==> config.mk <==
export PLATFORM = sky130hd
export DESIGN_NAME = wdata_fifo_arb
export DESIGN_NICKNAME = d
export VERILOG_FILES = /design/src/rtl/wdata_fifo_arb.sv
export SDC_FILE = /design/constraint.sdc
export NUM_CORES = 1
export LEC_CHECK = 0
export CAP_MARGIN = 15
export CORE_AREA = 2 2 306 308
export CTS_CLUSTER_DIAMETER = 60
export DETAILED_ROUTE_END_ITERATION = 12
export DIE_AREA = 0 0 308 310
export GPL_TIMING_DRIVEN = 0
export PLACE_DENSITY_LB_ADDON = 0.25
export SETUP_SLACK_MARGIN = 0.2
export SLEW_MARGIN = 5
export SYNTH_ARGS = -nofsm -noshare
export SYNTH_HDL_FRONTEND = slang
export SYNTH_SLANG_ARGS = --single-unit
==> constraint.sdc <==
create_clock -name clk -period 2 [get_ports clk]
set_input_delay 0.2 -clock clk [delete_from_list [all_inputs] [get_ports clk]]
set_output_delay 0.2 -clock clk [all_outputs]
set_load 0.1 [all_outputs]
==> src/rtl/wdata_fifo_arb.sv <==
// -----------------------------------------------------------------------------
// wdata_fifo_arb
// Two-requester write-data arbiter in front of a single data FIFO. A winner is
// chosen by round robin in IDLE. Its burst of len+1 beats then passes
// combinationally to the FIFO port in XFER. One IDLE cycle always separates
// bursts.
//
// Ports
//   clk, rst            clock, synchronous active-high reset
//   req0/req1           burst requests, held until granted
//   len0/len1           burst beats minus one, sampled at grant
//   wvalid0/1, wdata0/1 requester write-data channel
//   wready0/1           requester ready (owner only, mirrors fifo_wready)
//   gnt0/gnt1           registered burst ownership
//   fifo_wvalid/wdata   write channel toward the data FIFO
//   fifo_wready         FIFO can accept (not almost full)
//   busy                registered, high while a burst is in progress
//   burst_done          registered one-cycle pulse after the last beat
// -----------------------------------------------------------------------------
module wdata_fifo_arb #(
   parameter int DATA_WIDTH = 256,
   parameter int LEN_WIDTH  = 8
) (
   input  logic                  clk,
   input  logic                  rst,
   input  logic                  req0,
   input  logic                  req1,
   input  logic [LEN_WIDTH-1:0]  len0,
   input  logic [LEN_WIDTH-1:0]  len1,
   input  logic                  wvalid0,
   input  logic                  wvalid1,
   input  logic [DATA_WIDTH-1:0] wdata0,
   input  logic [DATA_WIDTH-1:0] wdata1,
   output logic                  wready0,
   output logic                  wready1,
   output logic                  gnt0,
   output logic                  gnt1,
   output logic                  fifo_wvalid,
   output logic [DATA_WIDTH-1:0] fifo_wdata,
   input  logic                  fifo_wready,
   output logic                  busy,
   output logic                  burst_done
);

   localparam logic [0:0] IDLE = 1'b0;
   localparam logic [0:0] XFER = 1'b1;

   logic [0:0]           state_q, state_d;
   logic                 gnt0_q, gnt0_d;
   logic                 gnt1_q, gnt1_d;
   logic [LEN_WIDTH-1:0] cnt_q, cnt_d;
   logic                 last_q, last_d;   // 1: requester 1 was served last
   logic                 done_q, done_d;
   logic                 own0_s, own1_s, hs_s, win1_s;

   // Owner data path; gated by rst so nothing is offered while reset is sampled.
   always_comb begin
      own0_s = (state_q == XFER) & gnt0_q & ~rst;
      own1_s = (state_q == XFER) & gnt1_q & ~rst;
      if (own0_s) begin
         fifo_wvalid = wvalid0;
         fifo_wdata  = wdata0;
      end else if (own1_s) begin
         fifo_wvalid = wvalid1;
         fifo_wdata  = wdata1;
      end else begin
         fifo_wvalid = 1'b0;
         fifo_wdata  = '0;
      end
      wready0 = own0_s & fifo_wready;
      wready1 = own1_s & fifo_wready;
      hs_s    = fifo_wvalid & fifo_wready;
   end

   // Arbitration and burst sequencing.
   always_comb begin
      state_d = state_q;
      gnt0_d  = gnt0_q;
      gnt1_d  = gnt1_q;
      cnt_d   = cnt_q;
      last_d  = last_q;
      done_d  = 1'b0;
      // On a tie the requester not served last wins.
      win1_s  = req1 & (~req0 | ~last_q);
      case (state_q)
         IDLE: begin
            if (req0 | req1) begin
               state_d = XFER;
               gnt0_d  = ~win1_s;
               gnt1_d  = win1_s;
               cnt_d   = win1_s ? len1 : len0;
            end else begin
               state_d = IDLE;
            end
         end
         XFER: begin
            if (hs_s) begin
               if (cnt_q == '0) begin
                  state_d = IDLE;
                  gnt0_d  = 1'b0;
                  gnt1_d  = 1'b0;
                  done_d  = 1'b1;
                  last_d  = gnt1_q;
               end else begin
                  cnt_d = cnt_q - {{(LEN_WIDTH-1){1'b0}}, 1'b1};
               end
            end else begin
               state_d = XFER;
            end
         end
         default: begin
            state_d = IDLE;
            gnt0_d  = 1'b0;
            gnt1_d  = 1'b0;
         end
      endcase
   end

   // State registers; reset leaves the pointer on requester 1 so 0 wins first tie.
   always_ff @(posedge clk) begin
      if (rst) begin
         state_q <= IDLE;
         gnt0_q  <= 1'b0;
         gnt1_q  <= 1'b0;
         cnt_q   <= '0;
         last_q  <= 1'b1;
         done_q  <= 1'b0;
      end else begin
         state_q <= state_d;
         gnt0_q  <= gnt0_d;
         gnt1_q  <= gnt1_d;
         cnt_q   <= cnt_d;
         last_q  <= last_d;
         done_q  <= done_d;
      end
   end

   assign gnt0       = gnt0_q;
   assign gnt1       = gnt1_q;
   assign busy       = (state_q == XFER);
   assign burst_done = done_q;

endmodule
==> metrics.yaml, run 1 <==
status: "finished, violations left"
failed_checks: "setup timing"
cp-startpoint: "busy"
detail_route.wl_per_cell_um: 20.4
min_path_type: "input pin to register"
final_nets: 1793
fmax_ghz: 0.446
grt_setup_unrepaired: "yes"
start_util: 0.0362
crit_path_end_kind: "primary output"
postRouteAntennaNets: 0
multi_input_area_sq_mm: 0.00509
postCtsHoldBufs: 0
dpl_worst_slack_ns: -1.36
synth-main-ff-cell: "dfxtp_1"
slew_headroom: 0.329
regArea_sq_um: 274
dr.pass1.iters: 4
setup_tns_ns: -43.49
min_from: "rst"
setup_slack_ns: -0.241
crit_type: "register to primary output"
synth_area_sq_mm: 0.00335
area_delta_synth_final_pct: 480
num_vias: 7596
r2r_cells: 7
ys_warn_count: 0
finalMaxSlewViolations: 0
drive_gt1_frac: 0.508
dieHeight_um: 310
crit_cells: 8
r2r_end: "gnt0"
finClkSkew_ns: 0.00645
path_clk_slew_ns: 0.05
synthTopCellsByCount: "a22o_1 (256), clkbuf_1 (52), dfxtp_1 (13), o21ai_0 (11), a21oi_1 (10)"
path_buf_inv: 5
synth-async-reset-ratio: 0
post-route-period-util: 1.12
vdd_drop_max_mv: 0.230
path_max_fanout: 10
cap_viol_max_count: 0
root_buffer: "clkbuf_16"
synth_area_leaders: "a22o_1 (67%), dfxtp_1 (7.8%), clkbuf_1 (5.8%)"
grt_use_total: 0.0893
fillers: 9893
grt_pass1_wl_um: 61000
p_leak_uw: 0.00788
power.total_uw: 3950
gp_congestion: 0.756
arrival_ns: 2.04
fin_crit_ns: 2.24
r2r_slack_ns: -0.06
yosysSeqAreaShare: 0.0777
yosys.area.top_type: "a22o_1"
clk_path_buf_depth: 2
crit_required_ns: 1.80
boundaryPins: 798
grt_max_degree: 11
cts_tree: "yes"
io_buffers: 797
via_per_inst: 3.09
core_area_sq_mm: 0.0925
startpoint_type: "register"
cellPowerDensity_mw_per_mm2: 203
r2r_start: "cnt_q[1]"
synthDominantCellAreaShare: 0.669
grt_pass1_vias: 8034
slowest_stage: "dfxtp_4"
drc: 0
dp_cells: 2412
drt_wl_total_um: 50000
insertion_delay_ns: 0.25
worst_slew_pin_slew_ns: 1.00
antenna_found_initial: 19
crit_chain: "buf_6 > nor2b_4 > and3b_1 > clkbuf_16 > clkbuf_16 > clkbuf_16 > a22o_4 > buf_12"
cp_top_family: "buffers and inverters"
endpoint: "fifo_wdata[202]"
crit_top_cell: "clkbuf_16"
finalNonFillerCells: 2455
syn_nets: 955
die_x_um: 308
htree_levels: 1
cts_inserted_buffers: 3
gr-total-overflow: 0
clock_sinks: 13
synth_edf_count: 0
dp_hpwl_um: 41500
synth.most_common_cell: "a22o_1"
finalSetupViolations: 252
critPathMaxStageDelay_ns: 0.34
rows: 112
hold_viol: 0
drt-initial-drc-count: 260
avgSynthCellArea_sq_um: 8.01
ys_types: 40
ys_seq_elements: 13
die-area_sq_mm: 0.0955
syn_inst: 418
-- how the worst min path moves through the flow --
stage | to | slack, ns | depth (start not counted)
final | cnt_q[3] | 0.47 | 2
after global routing | cnt_q[7] | 0.50 | 2
after detailed placement | cnt_q[1] | 0.47 | 2
after global placement | cnt_q[1] | 0.46 | 2
after floorplan | cnt_q[3] | 0.31 | 1
after CTS | cnt_q[1] | 0.47 | 2
-- per-layer routing --
layer | vias up | wire length, um | track usage
met5 | - | 51 | 0
met4 | 8 | 517 | 0.00964
met3 | 41 | 3670 | 0.0216
met2 | 452 | 27100 | 0.173
met1 | 3590 | 18700 | 0.101
li1 | 3505 | - | -
-- what timing repair did --
action                                  4_1_cts  5_1_grt
pin swaps                                     7       27
gates resized for setup                    1821      521
cloned                                        7       19
endpoints found under the setup margin      273      274
setup buffers                                 2        8
-- cells by family (layout without fill, tap and decap cells) --
group                      Yosys count  count (layout)  share of synthesized area
muxes                                8               8                     0.0265
and+or+nand+nor                     36              36                     0.0616
buffers and inverters               64             901                     0.0751
DFF                                 13              13                     0.0777
other                                0               3                          0
AOI/OAI and AO/OA                  295             295                      0.752
adders and majority gates            2               2                    0.00747
-- registers in the layout, indices dropped and copies added, names as in the netlist --
| register | count |
|---|---|
| burst_done | 1 |
| busy | 1 |
| cnt_q | 8 |
| gnt0 | 1 |
| gnt1 | 1 |
| last_q | 1 |
-- placed cells by master, fill, tap and decap left out, types with 8 or more instances in the layout --
master           instances
a21oi_1                 10
a22o_4                 256
buf_12                 263
buf_4                   10
buf_6                   14
clkbuf_16               60
clkdlybuf4s50_1        537
dfxtp_1                  8
nand2_1                  8
o21ai_0                 11
-- per-stage QoR --
step                      hold WS, ns   util  cell area [sq um]
after global placement          0.464  0.175              16200
final                           0.472  0.210              19400
after detailed placement        0.467  0.175              16200
after CTS                       0.474  0.184              17000
after floorplan                 0.314      -               6760
after global routing            0.503  0.210              19400
-- power by group --
part           switching [uW]  total [uW]  leakage (uW)  internal, uW
registers                23.3         303      0.000110           280
clock network             120         387     0.0000409           267
logic                    1530        3260       0.00773          1730
-- area by class of cell --
cell class                      count  share of cell area
Timing Repair Buffer              833               0.568
Sequential cell                    13              0.0141
Antenna cell                        3            0.000387
Buffer                             62              0.0733
Clock inverter                      1            0.000258
Clock buffer                        3             0.00387
Tap cell                         1197              0.0771
Multi-Input combinational cell    341               0.262
Inverter                            2            0.000387
Power figures use the tool's default switching activity.
==> inputs of run 2 (changes only) <==
--- a/config.mk
+++ b/config.mk
@@ -13,6 +13,7 @@
 export GPL_TIMING_DRIVEN = 0
 export PLACE_DENSITY_LB_ADDON = 0.25
 export SETUP_SLACK_MARGIN = 0.2
+export SKIP_CTS_REPAIR_TIMING = 1
 export SLEW_MARGIN = 5
 export SYNTH_ARGS = -nofsm -noshare
 export SYNTH_HDL_FRONTEND = slang
==> metrics.yaml, run 2 (same netlist as run 1, synthesis figures left out) <==
status: "finished, violations left"
failed_checks: "setup timing"
min_from: "rst"
finClkSkew_ns: 0.00481  # -0.00164 ns
grt_pass1_wl_um: 59400  # -2.7%
die-area_sq_mm: 0.0955  # unchanged
dr.pass1.iters: 4  # unchanged
grt_setup_unrepaired: "yes"
largest_reg_flops: 8  # unchanged
grt_use_total: 0.0862  # -0.00310
regMostFlops: "cnt_q"
clock_sinks: 13  # unchanged
post-route-period-util: 1.13  # +0.0118
r2r_cells: 7  # unchanged
dieHeight_um: 310  # unchanged
rows: 112  # unchanged
drt-initial-drc-count: 198  # -24%
drive_gt1_frac: 0.504  # -0.00395
detail_route.wl_per_cell_um: 20.4  # about the same
layout_commonest_cell: "clkdlybuf4s50_1"
crit_top_cell: "clkbuf_16"
clk_path_buf_depth: 2  # unchanged
path_clk_slew_ns: 0.05  # about the same
layout_common_cells: "clkdlybuf4s50_1 (537), a22o_4 (256), buf_12 (108), buf_6 (103), buf_4 (52)"
num_vias: 7573  # -0.30%
startpoint_type: "register"
io_buffers: 797  # unchanged
finalMaxSlewViolations: 0  # unchanged
p_seq_frac: 0.081  # +0.004
insertion_delay_ns: 0.25  # about the same
worst_slew_pin_slew_ns: 1.00  # -0.00337 ns
boundaryPins: 798  # unchanged
crit_required_ns: 1.80  # about the same
hold_viol: 0  # unchanged
via_per_inst: 3.10  # +0.10%
finalNonFillerCells: 2445  # -0.41%
pwr-share-clk: 0.103  # +0.005
vdd_drop_max_mv: 0.230  # about the same
postRouteAntennaNets: 0  # unchanged
dp_cells: 2412  # unchanged
cts_tree: "yes"
gr-total-overflow: 0  # unchanged
crit_chain: "buf_6 > nor2b_4 > and3b_2 > buf_12 > clkbuf_16 > clkbuf_16 > a22o_4 > buf_4"
comb_power_share: 0.817  # -0.008
area_delta_synth_final_pct: 426
arrival_ns: 2.06  # +0.02 ns
fin_crit_ns: 2.26  # +0.0237 ns
drt_wl_total_um: 49800  # -0.44%
worstHoldEndpoint: "cnt_q[3]"
grt_max_degree: 11  # unchanged
min_path_type: "input pin to register"
r2r_start: "cnt_q[1]"
crit_type: "register to primary output"
finalSetupViolations: 261  # +3.6%
slowest_stage: "dfxtp_4"
root_buffer: "clkbuf_16"
htree_levels: 1  # unchanged
slew_headroom: 0.331  # +0.00225
setup_slack_ns: -0.265  # -0.0237 ns
cap_viol_max_count: 0  # unchanged
path_max_fanout: 10  # unchanged
switchingPower_uw: 1640  # -2.0%
whs_path_depth: 2  # unchanged
dp_hpwl_um: 41500  # unchanged
die_x_um: 308  # unchanged
critPathMaxStageDelay_ns: 0.34  # about the same
gp_congestion: 0.756  # unchanged
cts_inserted_buffers: 3  # unchanged
cellPowerDensity_mw_per_mm2: 214  # +5.0%
r2r_end: "gnt0"
fmax_ghz: 0.442  # -1.0%
p_leak_uw: 0.00747  # -5.2%
dpl_worst_slack_ns: -1.36  # unchanged
antenna_found_initial: 18  # -1
drc: 0  # unchanged
core_area_sq_mm: 0.0925  # unchanged
internal_power_uw: 2120  # -6.8%
start_util: 0.0362  # unchanged
final_nets: 1783  # -0.56%
switching_share: 0.437  # +0.0125
crit_path_end_kind: "primary output"
grt_pass1_vias: 8002  # -0.40%
r2r_slack_ns: -0.07  # about the same
## run 2: area by class of cell
class / instances / area, sq um
Tap cell: 1197 / 1500
Fill cell: 10088 / 74900
Antenna cell: 3 / 7.51
Inverter: 2 / 7.51
Sequential cell: 13 / 274
Timing Repair Buffer: 823 / 9240
Multi-Input combinational cell: 341 / 5100
Clock inverter: 1 / 5.00
Clock buffer: 3 / 75.1
Buffer: 62 / 1410
## run 2: per-layer routing
metal	global-route usage	vias up	wire length, um
met5	0	-	50
met3	0.0223	36	3650
met2	0.171	453	26800
met1	0.0936	3597	19000
met4	0.00771	8	371
li1	-	3479	-
## run 2: worst max-delay path by stage
stage,startpoint,to,cells past startpoint
finish,busy,fifo_wdata[203],8
global route,busy,fifo_wdata[198],8
CTS,rst,fifo_wdata[130],8
detailed placement,rst,fifo_wdata[130],8
global placement,rst,fifo_wdata[130],8
floorplan,busy,fifo_wvalid,3
## run 2: power by group through the flow
stage	logic, uW	clock network (uW)	registers [uW]
2_1_floorplan	1350	0	330
3_3_place_gp	2910	0	307
3_5_place_dp	2920	0	308
4_1_cts	2940	395	303
5_1_grt	3200	407	306
6_report	3070	387	303
## run 2: worst max-delay path, delay by kind of cell, from the launching register on
| family | cells | cell delay [ns] |
|---|---|---|
| and+or+nand+nor | 2 | 0.37 |
| DFF | 1 | 0.34 |
| AOI/OAI and AO/OA | 1 | 0.21 |
| buffers and inverters | 5 | 0.88 |
## run 2: through the flow
step / total power [uW] / TNS, ns / utilization / instance area [sq um] / hold slack (ns)
after floorplan: 1680 / -0.512 / - / 6760 / 0.314
after global placement: 3220 / -310.82 / 0.175 / 16200 / 0.464
after detailed placement: 3230 / -310.33 / 0.175 / 16200 / 0.467
after CTS: 3630 / -309.76 / 0.176 / 16300 / 0.474
after global routing: 3910 / -72.70 / 0.190 / 17600 / 0.393
final: 3760 / -52.40 / 0.190 / 17600 / 0.367
